==> src/rtl/mem_arbiter_pkg.sv <==
// mem_arbiter_pkg: state encoding, port ids and counter widths shared by the memory arbiter.
package mem_arbiter_pkg;
    typedef enum logic [1:0] {ARB_IDLE, ARB_BUSY_0, ARB_BUSY_1} arb_state_t;
    localparam logic PORT_IFETCH = 1'b0;
    localparam logic PORT_DATA = 1'b1;
    localparam int STARVE_W = 4;
    localparam int TMO_W = 8;
    function automatic logic [STARVE_W-1:0] starve_inc(input logic [STARVE_W-1:0] c);
        return &c ? c : c + 1'b1;
    endfunction
endpackage

==> src/rtl/mem_arbiter_if.sv <==
// mem_arbiter_if: requester enables, memory completion and arbiter status bundle.
interface mem_arbiter_if;
    logic req_0, req_1, valid, clear_err;
    logic select, enable_0_gated, enable_1_gated, busy, timeout_err;
    modport slave(
        input req_0, req_1, valid, clear_err,
        output select, enable_0_gated, enable_1_gated, busy, timeout_err
    );
    modport master(
        output req_0, req_1, valid, clear_err,
        input select, enable_0_gated, enable_1_gated, busy, timeout_err
    );
endinterface

==> src/rtl/mem_arb_pick.sv <==
// mem_arb_pick: combinational winner selection among the eligible requesters.
module mem_arb_pick
    import mem_arbiter_pkg::*;
#(
    parameter int FIXED_PRIO = 0,
    parameter int STARVE_LIMIT = 4
) (
    input  logic                req_0,
    input  logic                req_1,
    input  logic                last_served,
    input  logic [STARVE_W-1:0] starve_cnt,
    output logic                any,
    output logic                winner
);
    logic contend_win;
    always_comb begin
        contend_win = FIXED_PRIO != 0
            ? (starve_cnt == STARVE_W'(STARVE_LIMIT) ? PORT_IFETCH : PORT_DATA)
            : ~last_served;
        any = req_0 | req_1;
        winner = (req_0 & req_1) ? contend_win : req_1;
    end
endmodule

==> src/rtl/mem_arbiter.sv <==
// mem_arbiter: grants the shared memory port to ifetch or load/store, holding the grant
// until valid, with zero-bubble handoff and a hung-memory timeout.
module mem_arbiter
    import mem_arbiter_pkg::*;
#(
    parameter int FIXED_PRIO = 0,
    parameter int STARVE_LIMIT = 4,
    parameter int TIMEOUT_CYCLES = 255
) (
    input logic clk,
    input logic reset,
    mem_arbiter_if.slave bus
);
    arb_state_t state, state_nx;
    logic select_q, last_served, err_q;
    logic [STARVE_W-1:0] starve_cnt;
    logic [TMO_W-1:0] tmo_cnt;
    logic idle, take, cand_0, cand_1, any, winner, req_cur, tmo_hit, err_set;

    // The completing port's req is still high in its valid cycle, so it is masked from arbitration.
    always_comb begin
        idle = state == ARB_IDLE;
        take = idle | bus.valid;
        cand_0 = bus.req_0 & take & (state != ARB_BUSY_0);
        cand_1 = bus.req_1 & take & (state != ARB_BUSY_1);
        req_cur = state == ARB_BUSY_1 ? bus.req_1 : bus.req_0;
        tmo_hit = TIMEOUT_CYCLES != 0 && !idle && !bus.valid && tmo_cnt == TMO_W'(TIMEOUT_CYCLES - 1);
        err_set = tmo_hit & req_cur;
    end

    mem_arb_pick #(
        .FIXED_PRIO(FIXED_PRIO),
        .STARVE_LIMIT(STARVE_LIMIT)
    ) u_pick (
        .req_0(cand_0),
        .req_1(cand_1),
        .last_served(last_served),
        .starve_cnt(starve_cnt),
        .any(any),
        .winner(winner)
    );

    always_ff @(posedge clk or posedge reset)
        if (reset) state <= ARB_IDLE;
        else state <= state_nx;

    always_comb begin
        state_nx = any ? (winner ? ARB_BUSY_1 : ARB_BUSY_0)
                 : (take | ~req_cur | tmo_hit) ? ARB_IDLE : state;
    end

    always_ff @(posedge clk or posedge reset) begin
        if (reset) begin
            select_q <= PORT_IFETCH;
            last_served <= PORT_DATA;
            starve_cnt <= '0;
            tmo_cnt <= '0;
            err_q <= 1'b0;
        end else begin
            if (any) begin
                select_q <= winner;
                last_served <= winner;
                starve_cnt <= winner == PORT_IFETCH ? '0 : bus.req_0 ? starve_inc(starve_cnt) : starve_cnt;
            end
            tmo_cnt <= any ? '0 : (!idle && !(&tmo_cnt)) ? tmo_cnt + 1'b1 : tmo_cnt;
            err_q <= err_set | (err_q & ~bus.clear_err);
        end
    end

    always_comb begin
        bus.select = select_q;
        bus.enable_0_gated = bus.req_0 & (state == ARB_BUSY_0);
        bus.enable_1_gated = bus.req_1 & (state == ARB_BUSY_1);
        bus.busy = !idle;
        bus.timeout_err = err_q;
    end
endmodule

==> src/flat_wrapper.sv <==
// flat-port wrapper written by rule: the top's interface ports become plain ports
module mem_arbiter_flat import mem_arbiter_pkg::*;
#(
    parameter int FIXED_PRIO = 0,
    parameter int STARVE_LIMIT = 4,
    parameter int TIMEOUT_CYCLES = 255
)
  (clk, reset, bus_req_0, bus_req_1, bus_valid, bus_clear_err, bus_select, bus_enable_0_gated, bus_enable_1_gated, bus_busy, bus_timeout_err);
  mem_arbiter_if bus_i ();
  input logic clk;
  input logic reset;
  input wire logic [$bits(bus_i.req_0)-1:0] bus_req_0;
  input wire logic [$bits(bus_i.req_1)-1:0] bus_req_1;
  input wire logic [$bits(bus_i.valid)-1:0] bus_valid;
  input wire logic [$bits(bus_i.clear_err)-1:0] bus_clear_err;
  output wire logic [$bits(bus_i.select)-1:0] bus_select;
  output wire logic [$bits(bus_i.enable_0_gated)-1:0] bus_enable_0_gated;
  output wire logic [$bits(bus_i.enable_1_gated)-1:0] bus_enable_1_gated;
  output wire logic [$bits(bus_i.busy)-1:0] bus_busy;
  output wire logic [$bits(bus_i.timeout_err)-1:0] bus_timeout_err;
  assign bus_i.req_0 = bus_req_0;
  assign bus_i.req_1 = bus_req_1;
  assign bus_i.valid = bus_valid;
  assign bus_i.clear_err = bus_clear_err;
  assign bus_select = bus_i.select;
  assign bus_enable_0_gated = bus_i.enable_0_gated;
  assign bus_enable_1_gated = bus_i.enable_1_gated;
  assign bus_busy = bus_i.busy;
  assign bus_timeout_err = bus_i.timeout_err;
  mem_arbiter #(.FIXED_PRIO(FIXED_PRIO), .STARVE_LIMIT(STARVE_LIMIT), .TIMEOUT_CYCLES(TIMEOUT_CYCLES)) u_core (.clk(clk), .reset(reset), .bus(bus_i));
endmodule
==> config.mk <==
export PLATFORM = sky130hd
export DESIGN_NAME = mem_arbiter_flat
export DESIGN_NICKNAME = d
export VERILOG_FILES = /design/src/rtl/mem_arbiter_pkg.sv /design/src/rtl/mem_arbiter_if.sv /design/src/rtl/mem_arb_pick.sv /design/src/rtl/mem_arbiter.sv /design/src/flat_wrapper.sv
export SDC_FILE = /design/constraint.sdc
export NUM_CORES = 1
export LEC_CHECK = 0
export CORE_MARGIN = 3
export CORE_UTILIZATION = 51
export CTS_CLUSTER_DIAMETER = 80
export DETAILED_ROUTE_END_ITERATION = 8
export PLACE_DENSITY_LB_ADDON = 0.12
export REMOVE_ABC_BUFFERS = 1
export SLEW_MARGIN = 0
export SYNTH_ARGS = -nofsm -noshare
export SYNTH_HDL_FRONTEND = slang
export SYNTH_SLANG_ARGS = --single-unit
==> constraint.sdc <==
create_clock -name clk -period 1.6 [get_ports clk]
set_input_delay 0.48 -clock clk [delete_from_list [all_inputs] [get_ports clk]]
set_output_delay 0.48 -clock clk [all_outputs]
set_load 0.005 [all_outputs]
# Yosys cells after proc, flatten, opt, wreduce, memory -nomap -nowiden

Index checks and enable logic that the tools add are counted.

Input bits: 6
Flip-flop bits (word level): 13
Word-level logic and storage cells: 45
Output and inout port bits: 5

Multiplexer cells: 7
$add $sub $neg: 1
Bitwise gates (word level): 17
Reductions and logical operators: 10
Equality and inequality tests: 5

Operators with widths:

| cell                                                   | number |
|---|---|
| two-way mux 8 bit                                      | 2 |
| AND 1 bit                                              | 9 |
| adder 8 x 1 -> 8 bit (second input constant)           | 1 |
| equality test 8 bit (second input constant)            | 1 |
| AND reduction 8 bit                                    | 1 |
| two-way mux 2 bit                                      | 3 |
| bitwise OR 1 bit                                       | 5 |
| nonzero test 2 bit                                     | 2 |
| logical AND 1 bit                                      | 3 |
| logical NOT 1 bit                                      | 3 |
| NOT 1 bit                                              | 3 |
| equality test 2 x 1 -> 1 bit (second input constant)   | 1 |
| equality test 2 bit (second input constant)            | 1 |
| logical NOT 2 bit                                      | 1 |
| two-way mux 1 bit                                      | 2 |
| inequality test 2 x 1 -> 1 bit (second input constant) | 1 |
| inequality test 2 bit (second input constant)          | 1 |

# Longest topological paths before layout

Gate-level depths: netlist of the first run.

Word-level depth: 8
Mapped depth: 6
Depth with buffers taken out: 5

# By module

From an unflattened synthesis of the first run, not the netlist that was laid out.

Cells, all modules: 108
Area, all modules: 993.5 um^2

Modules (own cells, without submodules):

| module       | area an instance (um^2) | cells an instance | sequential area each (um^2) | times used |
|---|---|---|---|---|
| mem_arbiter  | 979.7                   | 106               | 426.7                       | 1 |
| mem_arb_pick | 13.8                    | 2                 | 0.0                         | 1 |

# Worst setup path before layout of the first run

OpenSTA, ideal clock, no wires.

Kind: reg2reg
From: register u_core.state[1]
To: register u_core.state[0]
Library setup time: 0.122 ns
Path slack: 0.232 ns
Arrival: 1.246 ns
Buffers on the path: 2
Data required time: 1.478 ns
Stages on the path, launching flop included: 7
Period minus slack after synthesis: 1.368 ns
Cells stage by stage: dfrtp_1 buf_6 or2_1 buf_6 a22oi_1 o21ai_1 a32o_1

Elaborated cells on any way between the ends: 22
Those cells by class: eq/ne: 3; mux: 4; bitwise: 10; reduce/logical: 5

RTL lines:

| what                            | RTL line           | text |
|---|---|---|
| start, declared                 | mem_arbiter.sv:14  | `arb_state_t state, state_nx;` |
| start signal, assigned          | mem_arbiter.sv:45  | `else state <= state_nx;` |
| logical NOT 2 bit               | mem_arbiter.sv:22  | `idle = state == ARB_IDLE;` |
| logical NOT 1 bit               | --                 |  |
| via bus_busy                    | flat_wrapper.sv:19 | `output wire logic [$bits(bus_i.busy)-1:0] bus_busy;` |
| logical AND 1 bit (2 in series) | mem_arbiter.sv:27  | `tmo_hit = TIMEOUT_CYCLES != 0 && !idle && !bus.valid && tmo_cnt == TMO_W'(TIMEOUT_CYCLES - 1);` |
| bitwise OR 1 bit                | mem_arbiter.sv:49  | `: (take \| ~req_cur \| tmo_hit) ? ARB_IDLE : state;` |
| nonzero test 2 bit (no line)    | --                 |  |

The timed path passes the listed nets, and every way through them passes these cells.
A chain may end at the register's enable or synchronous reset.

# Worst setup path after layout of the first run

From: register u_core.state[0]
To: output port bus_busy

Word-level cells in the longest chain between the ends: 2

Ends and longest elaborated chain:

| what              | RTL line           | text |
|---|---|---|
| logical NOT 2 bit | mem_arbiter.sv:22  |  |
| logical NOT 1 bit | mem_arbiter.sv:74  | `bus.busy = !idle;` |
| end, declared     | flat_wrapper.sv:19 |  |

Every way passes these cells.

==> reports/qor.txt, run 1 <==
DR WL/cell: 16.3 um
Gpl congestion: 0.833
Die Width: 44.7 um
RSZ-0062 raised after global routing: yes
Syn Inst Count: 82
Unique cell type count in the Yosys netlist: 33
Fin util: 0.776
Synth top area share: 0.394
Worst-path maximum fanout: 2
Average cell area after synthesis: 9.29 um2
Layout fillers: 97
Synth warn: 0
CTS buffer count: 3
Register area share after synthesis: 0.429
Worst clock skew: 0.00220 ns
DRT Pass-1 Iters: 5
Antenna violations before repair: 0
Worst Hold Class: reg -> reg
Die H: 44.7 um
Cell taking the most area after synthesis: dfrtp_1
CP Data Required Time: 1.12 ns
Placement Cell Area: 892 um2
Final Cell Area: 1050 um2
Hold slack: 0.479 ns
Leak Pwr: 0.478 nW
Core box area: 1350 um2
Post-DP HPWL: 1190 um
Critical path class: reg -> out
Synth async-reset ratio: 1.00
Top cells by count, synth: dfrtp_1 (12), nand2_1 (10), nor2_1 (8)
DRT antenna net count: 0
Pins Over Slew Limit: 0
Relative slew slack: 0.663
Vias in the first global route: 765
Antenna Cells: 0
Share of layout cells above drive strength 1: 0.321
Placed cell count: 109
Hold Fails Final Rpt: 0
Iter 0 DRT Violations: 22
H-tree depth: 1
Worst path cell trace: buf_4 > or2_1 > buf_2
PD cells: 1460 nW/um2
Most frequent cell after synthesis: dfrtp_1
Delay-heaviest family, CP: flip-flops
Num Clock Sinks: 13
Clock Latency Late Sink: 0.28 ns
Hold Buf Count CTS: 0
Worst-path clk slew: 0.08 ns
Final setup viols: 4
Clock tree buffer depth: 2
IO buf count: 10
Met2 Usage GRT: 0.401
All-Layer GR Usage: 0.228
Failing checks: negative setup slack
Non-Filler Instances: 124
Fin nets: 118
Via count: 721
Critical path's slowest cell: dfrtp_1
Min Tclk post-route: 1.66 ns
Die footprint: 1990 um2
Final wirelength: 2020 um
Initial Utilization: 0.564
Layout area overhead: 37.4%
Max Cap Violations: 0
Fmax: 0.603 GHz
First-pass GRT wire length: 3280 um
PnR worst setup slack: -0.0574 ns
Synth Register Bits: 13
Startpoint types: flip-flop
Status: complete, but fails checks
Max VDD drop: 0.888 mV
Num ports: 11
Remaining DRCs: 0
Data arrival time of the critical path: 1.18 ns
Cell Area, Synth: 762 um2
Fin crit share: 1.04
GRT met3 Usage: 0.0366
CTS Root Cell: clkbuf_4
Area contributors post-synth: dfrtp_1 (39%), nand2_1 (4.9%), nor2_1 (3.9%)
Row cnt: 13
Vias per inst: 5.81
Setup_tns: -0.171 ns
Largest net degree at the start of global routing: 14
Number of enable flip-flop cells after synthesis: 0
Slew @ Worst Pin: 0.505 ns
TritonCTS clock tree: done
Setup crit end kind: output port
GR Util met1: 0.256
Ys flop type: dfrtp_1
WP buf/inv: 2
Grt ovf: 0
Crit-path max cell delay: 0.40 ns
Gr busiest metal: met2
[sequential cells by signal, summed over array words and instances (netlist names)]
name,flops
u_core.bus.timeout_err,1
u_core.state,2
u_core.bus.select,1
u_core.last_served,1
u_core.tmo_cnt,8
[final cells by class]
type	instances	area, um2	share of cell area
Tap cell	15	18.8	0.0179
Inverter	5	18.8	0.0179
Sequential cell	13	327	0.312
Timing Repair Buffer	27	225	0.215
Multi-Input combinational cell	60	432	0.412
Clock buffer	4	26.3	0.0251
[report_power, final]
group / switching, mW / internal [mW] / leakage, nW / total [mW]
sequential: 0.0750 / 0.417 / 0.170 / 0.492
clock: 0.114 / 0.0967 / 0.0150 / 0.211
combinational: 0.384 / 0.446 / 0.292 / 0.830
[through the flow]
stage,total power [mW],setup slack (ns)
after detailed placement,1.09,-0.511
after floorplan,0.822,0.320
final,1.53,-0.0574
after CTS,1.45,-0.0230
after global routing,1.64,-0.121
after global placement,1.08,-0.491
[cells in the final DEF (no fill, tap or decap), drive strengths merged, types with 2 or more instances in the layout]
| cell | instances |
|---|---|
| xor2 | 2 |
| a311oi | 2 |
| xnor2 | 2 |
| dfrtp | 12 |
| a31oi | 3 |
| buf | 20 |
| clkdlybuf4s50 | 3 |
| nand3 | 4 |
| nor2 | 8 |
| o21ai | 5 |
| nand2 | 11 |
| o211ai | 2 |
| a21oi | 2 |
| inv | 5 |
| and3b | 2 |
| ha | 2 |
| a21bo | 2 |
| clkbuf | 4 |
| o21a | 2 |
| dlygate4sd2 | 4 |
[worst reg2reg max path, delay by kind of cell (launching register included)]
kind / cells / cell delay [ns]
xor gates and xnor gates: 1 / 0.19
AOI/OAI and AO/OA: 2 / 0.37
and+or+nand+nor: 1 / 0.06
buffers and inverters: 4 / 0.51
DFF: 1 / 0.41
[cells by family (layout without fill, tap and decap cells)]
group | count (synthesis) | in the layout | synth area share
xor+xnor | 4 | 4 | 0.0460
fa+ha+maj | 2 | 2 | 0.0328
simple gates | 32 | 32 | 0.218
flops | 13 | 13 | 0.429
compound gates | 22 | 22 | 0.205
buf+inv | 9 | 36 | 0.0690
[metal layers]
metal / wire [um] / part of all wire
met5: 0 / 0
met4: 23 / 0.011
met3: 72 / 0.036
met2: 1090 / 0.54
met1: 832 / 0.41
[repair_timing]
| item | 4_1_cts | 5_1_grt |
|---|---|---|
| resized for setup | 21 | 9 |
| pin swaps | 2 | 6 |
| setup buffers | 10 | 2 |
| endpoints found under the setup margin | 5 | 10 |
| endpoints found under the hold margin | 0 | 0 |
[path summary, 6_finish.rpt]
path                                   startpoint                 end  slack (ns)  cells after the start
worst max-delay path              u_core.state[0]            bus_busy       -0.06                      3
worst min-delay path            u_core.bus.select   u_core.bus.select        0.48                      2
worst max register to register    u_core.state[1]   u_core.tmo_cnt[3]       -0.04                      8
worst min register to register  u_core.bus.select   u_core.bus.select        0.48                      2
max in group asynchronous                   reset  u_core.last_served        0.72                      2
min in group asynchronous                   reset   u_core.tmo_cnt[4]        0.52                      2
(Power assumes the default switching activity.)
==> run 2: changes to the inputs <==
--- a/config.mk
+++ b/config.mk
@@ -9,7 +9,7 @@
 export CORE_UTILIZATION = 51
 export CTS_CLUSTER_DIAMETER = 80
 export DETAILED_ROUTE_END_ITERATION = 8
-export PLACE_DENSITY_LB_ADDON = 0.12
+export PLACE_DENSITY = 0.76
 export REMOVE_ABC_BUFFERS = 1
 export SLEW_MARGIN = 0
 export SYNTH_ARGS = -nofsm -noshare
==> run 2 against run 1 <==
  * Utilization down 6.4 points
  * The run still ends with negative setup slack left
  * Hold slack about the same
  * Critical endpoint is now bus_enable_1_gated
  * Via count down 8.3%
  * Highest routed layer unchanged
  * Routed wire length down 16%
  * Critical path depth up 1
  * Maximum frequency up 2.4%
  * Die area unchanged
  * Count of clock-buffer cells in the layout unchanged
==> reports/qor.txt, run 2 (synthesized netlist as in run 1, its figures left out) <==
Status: complete, but fails checks
Failing checks: negative setup slack
DRT Pass-1 Iters: 4
Die footprint: 1990 um2
Internal power: 0.884 mW
Post-DP HPWL: 1180 um
Critical path class: reg -> out
Hold Buf Count CTS: 0
Max Cap Violations: 0
Met2 Usage GRT: 0.307
CTS buffer count: 3
Largest Register: u_core.tmo_cnt
Crit-path max cell delay: 0.40 ns
Fmax: 0.618 GHz
Top Registers: u_core.tmo_cnt: 8 flops, u_core.state: 2 flops
Clk pwr share: 0.147
Sequential Power Share: 0.350
CP Data Required Time: 1.12 ns
GR Util met1: 0.256
Largest net degree at the start of global routing: 14
Worst-path maximum fanout: 3
Clock Latency Late Sink: 0.28 ns
Antenna Cells: 0
Slew @ Worst Pin: 0.500 ns
Gr busiest metal: met2
Pins Over Slew Limit: 0
Worst path cell trace: buf_6 > nand3b_1 > inv_1 > buf_2
First-pass GRT wire length: 2780 um
Remaining DRCs: 0
Non-Filler Instances: 119
Number of flip-flops in the largest register: 8
WP buf/inv: 3
Row cnt: 13
Die H: 44.7 um
Hold Fails Final Rpt: 0
Worst-path clk slew: 0.08 ns
Delay-heaviest family, CP: flip-flops
Worst clock skew: 0.00213 ns
Worst Hold Class: reg -> reg
Relative slew slack: 0.666
Core box area: 1350 um2
Gpl congestion: 0.888
Fin crit share: 1.01
DRT antenna net count: 0
Grt ovf: 0
Worst r2r src: u_core.state[0]
H-tree depth: 1
Critical path's slowest cell: dfrtp_1
DR WL/cell: 14.3 um
All-Layer GR Usage: 0.192
Worst hold start: u_core.bus.select
Clock tree buffer depth: 2
Vias per inst: 5.55
Antenna violations before repair: 0
RSZ-0062 raised after global routing: yes
Pre-CTS setup slack: -0.521 ns
Layout area overhead: 26.1%
Tot Pwr: 1.39 mW
Layout fillers: 116
Num ports: 11
CTS Root Cell: clkbuf_4
PnR worst setup slack: -0.0188 ns
Min Tclk post-route: 1.62 ns
Via count: 661
GRT met3 Usage: 0.0244
Most frequent cells in the layout: dfrtp_1 (12), nand2_1 (10), buf_4 (10), nor2_1 (8), inv_1 (5)
Leak Pwr: 0.457 nW
IO buf count: 10
Setup_tns: -0.0188 ns
TritonCTS clock tree: done
Comb pwr share: 0.503
Iter 0 DRT Violations: 17
Fin nets: 113
Data arrival time of the critical path: 1.14 ns
Commonest non-fill, non-tap cell in the layout: dfrtp_1
Critical Path Start: u_core.state[0]
Max VDD drop: 1.04 mV
Placed cell count: 109
Share of layout cells above drive strength 1: 0.240
Num Clock Sinks: 13
Startpoint types: flip-flop
Final wirelength: 1700 um
Final setup viols: 1
Net switching power figure: 0.507 mW
Die Width: 44.7 um
Initial Utilization: 0.564
Setup crit end kind: output port
PD cells: 1450 nW/um2
Switching part of the total: 0.365
Vias in the first global route: 636
run 2: cell count changes in the layout (fill, tap and decap cells not counted), sizes merged:
cell and delta:
buf -5
run 2: repair_timing:
item	4_1_cts	5_1_grt
setup endpoints to repair	5	3
resized for setup	19	1
setup buffers	5	1
pin swaps	2	0
cloned	0	0
run 2: worst min-delay path, stage by stage, from the launching register on:
cell and delay [ns]:
dfrtp_1 0.34, nand2_1 0.05, nand2_1 0.06
run 2: final cells by class:
| class | count | area, um2 | area share |
|---|---|---|---|
| multi-input cells | 60 | 387 | 0.402 |
| inverters | 5 | 18.8 | 0.0195 |
| well taps | 15 | 18.8 | 0.0195 |
| clock buffers | 4 | 26.3 | 0.0273 |
| repair buffers | 22 | 184 | 0.191 |
| flip-flops and latches | 13 | 327 | 0.340 |
run 2: per-layer routing:
| layer | vias to the layer above | wire, um |
|---|---|---|
| met5 | - | 0 |
| met4 | 0 | 13 |
| met3 | 2 | 75 |
| met2 | 16 | 814 |
| met1 | 310 | 799 |
| li1 | 333 | - |
run 2: path summary, 6_finish.rpt:
path / to / slack [ns] / cells past startpoint
worst max-delay path: bus_enable_1_gated / -0.02 / 4
worst min-delay path: u_core.bus.select / 0.48 / 2
worst max register to register: u_core.state[0] / 0.09 / 6
worst min register to register: u_core.bus.select / 0.48 / 2
max in group asynchronous: u_core.last_served / 0.71 / 2
min in group asynchronous: u_core.tmo_cnt[7] / 0.53 / 2
run 2: power groups by stage:
stage | clock [mW] | combinational [mW] | sequential, mW
global route | 0.217 | 0.777 | 0.495
finish | 0.205 | 0.700 | 0.487
global placement | 0 | 0.569 | 0.495
floorplan | 0 | 0.322 | 0.500
detailed placement | 0 | 0.588 | 0.499
CTS | 0.213 | 0.682 | 0.483
run 2: metrics by stage:
stage | hold slack [ns] | utilization | cell area, um2
global placement | 0.459 | 0.661 | 892
CTS | 0.483 | 0.703 | 950
floorplan | 0.356 | - | 728
detailed placement | 0.469 | 0.661 | 892
global route | 0.501 | 0.712 | 961
finish | 0.479 | 0.712 | 961
==> run 3: changes to the inputs <==
--- a/config.mk
+++ b/config.mk
@@ -9,8 +9,10 @@
 export CORE_UTILIZATION = 51
 export CTS_CLUSTER_DIAMETER = 80
 export DETAILED_ROUTE_END_ITERATION = 8
+export GPL_ROUTABILITY_DRIVEN = 0
 export PLACE_DENSITY = 0.76
 export REMOVE_ABC_BUFFERS = 1
+export SETUP_SLACK_MARGIN = 0.02
 export SLEW_MARGIN = 0
 export SYNTH_ARGS = -nofsm -noshare
 export SYNTH_HDL_FRONTEND = slang
==> run 3 against run 2 <==
  * The run still ends with negative setup slack left
  * Die area stayed put
  * Maximum frequency hardly changed
  * Cell count stayed put
  * Hold slack hardly changed
  * Sequential power hardly changed
  * Sequential cell count stayed put
  * Clock power hardly changed
  * Highest routed layer unchanged
  * Critical path type unchanged
  * Via count is 0.30% lower
  * Largest cell class unchanged
  * Count of clock-buffer cells in the layout stayed put
  * Combinational power is 1% higher
==> reports/qor.txt, run 3 (synthesized netlist as in run 1, its figures left out) <==
Leak Pwr: 0.457 nW
Pins Over Slew Limit: 0
Initial Utilization: 0.564
Final setup viols: 1
R2R depth: 7
Vias per inst: 5.54
Critical path class: reg -> out
Hold slack: 0.479 ns
Die Width: 44.7 um
DR WL/cell: 14.2 um
Fin crit share: 1.01
Most frequent cells in the layout: dfrtp_1 (12), nand2_1 (10), buf_4 (10), nor2_1 (8), inv_1 (5)
Antenna Cells: 0
Vias in the first global route: 636
Worst-path clk slew: 0.08 ns
CTS Root Cell: clkbuf_4
Tot Pwr: 1.40 mW
Slew @ Worst Pin: 0.499 ns
RR Endpoint: u_core.tmo_cnt[3]
Max VDD drop: 1.05 mV
Worst clock skew: 0.00238 ns
Setup crit end kind: output port
Hold Path Depth: 2
Post-DP HPWL: 1180 um
CTS buffer count: 3
CP Data Required Time: 1.12 ns
H-tree depth: 1
Setup_tns: -0.0194 ns
Clock tree buffer depth: 2
Non-Filler Instances: 119
DRT antenna net count: 0
Final wirelength: 1690 um
All-Layer GR Usage: 0.192
Iter 0 DRT Violations: 13
Antenna violations before repair: 0
Min Tclk post-route: 1.62 ns
Failing checks: negative setup slack
Relative slew slack: 0.667
Row cnt: 13
TritonCTS clock tree: done
PD cells: 1450 nW/um2
Hold Fails Final Rpt: 0
Area of the multi-input gates: 392 um2
Core box area: 1350 um2
First-pass GRT wire length: 2780 um
Fin util: 0.715
Worst r2r src: u_core.state[0]
Register area: 327 um2
Top Registers: u_core.tmo_cnt: 8 flops, u_core.state: 2 flops
Worst Hold End: u_core.bus.select
Worst path cell trace: buf_6 > nand3b_1 > inv_1 > buf_2
Fin nets: 113
PnR worst setup slack: -0.0194 ns
Remaining DRCs: 0
Critical path's slowest cell: dfrtp_1
Fmax: 0.618 GHz
Number of flip-flops in the largest register: 8
Data arrival time of the critical path: 1.14 ns
Worst Hold Class: reg -> reg
Crit-path max cell delay: 0.40 ns
RSZ-0062 raised after global routing: yes
Share of layout cells above drive strength 1: 0.250
Largest Register: u_core.tmo_cnt
Num ports: 11
Clock Latency Late Sink: 0.28 ns
Die footprint: 1990 um2
Worst-path maximum fanout: 3
Worst hold start: u_core.bus.select
Commonest non-fill, non-tap cell in the layout: dfrtp_1
Startpoint types: flip-flop
Max Cap Violations: 0
Placed cell count: 109
Status: complete, but fails checks
Die H: 44.7 um
Largest net degree at the start of global routing: 14
Grt ovf: 0
Num Clock Sinks: 13
Layout area overhead: 26.8%
Via count: 659
IO buf count: 10
DRT Pass-1 Iters: 4
R2r setup slk: 0.10 ns
Layout fillers: 114
==> run 3: cell types whose count changed in the layout (fill, tap and decap cells not counted) <==
| cell | previous run | this run |
|---|---|---|
| a22oi_1 | 1 | 0 |
| a22oi_2 | 0 | 1 |
==> run 3: power by group <==
| part | total (mW) | leakage [nW] | switching, mW | internal, mW |
|---|---|---|---|---|
| registers | 0.486 | 0.170 | 0.0688 | 0.418 |
| clock network | 0.205 | 0.0150 | 0.108 | 0.0967 |
| logic | 0.708 | 0.272 | 0.332 | 0.375 |
==> run 3: worst max-delay path by stage <==
| stage | start | end | slack [ns] |
|---|---|---|---|
| after floorplan | u_core.tmo_cnt[0] | u_core.tmo_cnt[4] | 0.32 |
| after global placement | bus_req_0 | bus_enable_0_gated | -0.49 |
| after detailed placement | bus_req_1 | bus_enable_1_gated | -0.52 |
| after CTS | u_core.state[0] | bus_enable_1_gated | -0.01 |
| after global routing | u_core.state[0] | bus_enable_1_gated | -0.06 |
| final | u_core.state[0] | bus_enable_1_gated | -0.02 |
==> run 3: timing repair <==
item	CTS	global route
hold buffers	0	0
pin swaps	2	0
setup buffers	5	1
resized for setup	19	2
setup endpoints to repair	5	3
==> run 3: layout make-up <==
class	count	share of cell area
clock buffer	4	0.0272
inverter	5	0.0194
multi-input combinational	60	0.405
sequential	13	0.338
tap	15	0.0194
timing repair buffer	22	0.190
==> run 3: metal layers <==
layer / vias to the layer above / part of all wire / wire length (um) / track usage
li1: 331 / - / - / -
met1: 313 / 0.47 / 802 / 0.256
met2: 13 / 0.48 / 806 / 0.307
met3: 2 / 0.039 / 66 / 0.0244
met4: 0 / 0.0077 / 13 / 0.0904
met5: - / 0 / 0 / 0
==> run 3: stage by stage <==
step                area (um2)  setup WS, ns
finish                     966       -0.0194
global placement           892        -0.487
detailed placement         892        -0.521
global route               966       -0.0625
CTS                        950       -0.0140
floorplan                  728         0.320
==> run 3: worst max-delay path: cells and delay by family (launching register included) <==
kind / cells / cell delay (ns)
buffers and inverters: 3 / 0.30
AND/OR/NAND/NOR: 1 / 0.17
flip-flops: 1 / 0.40
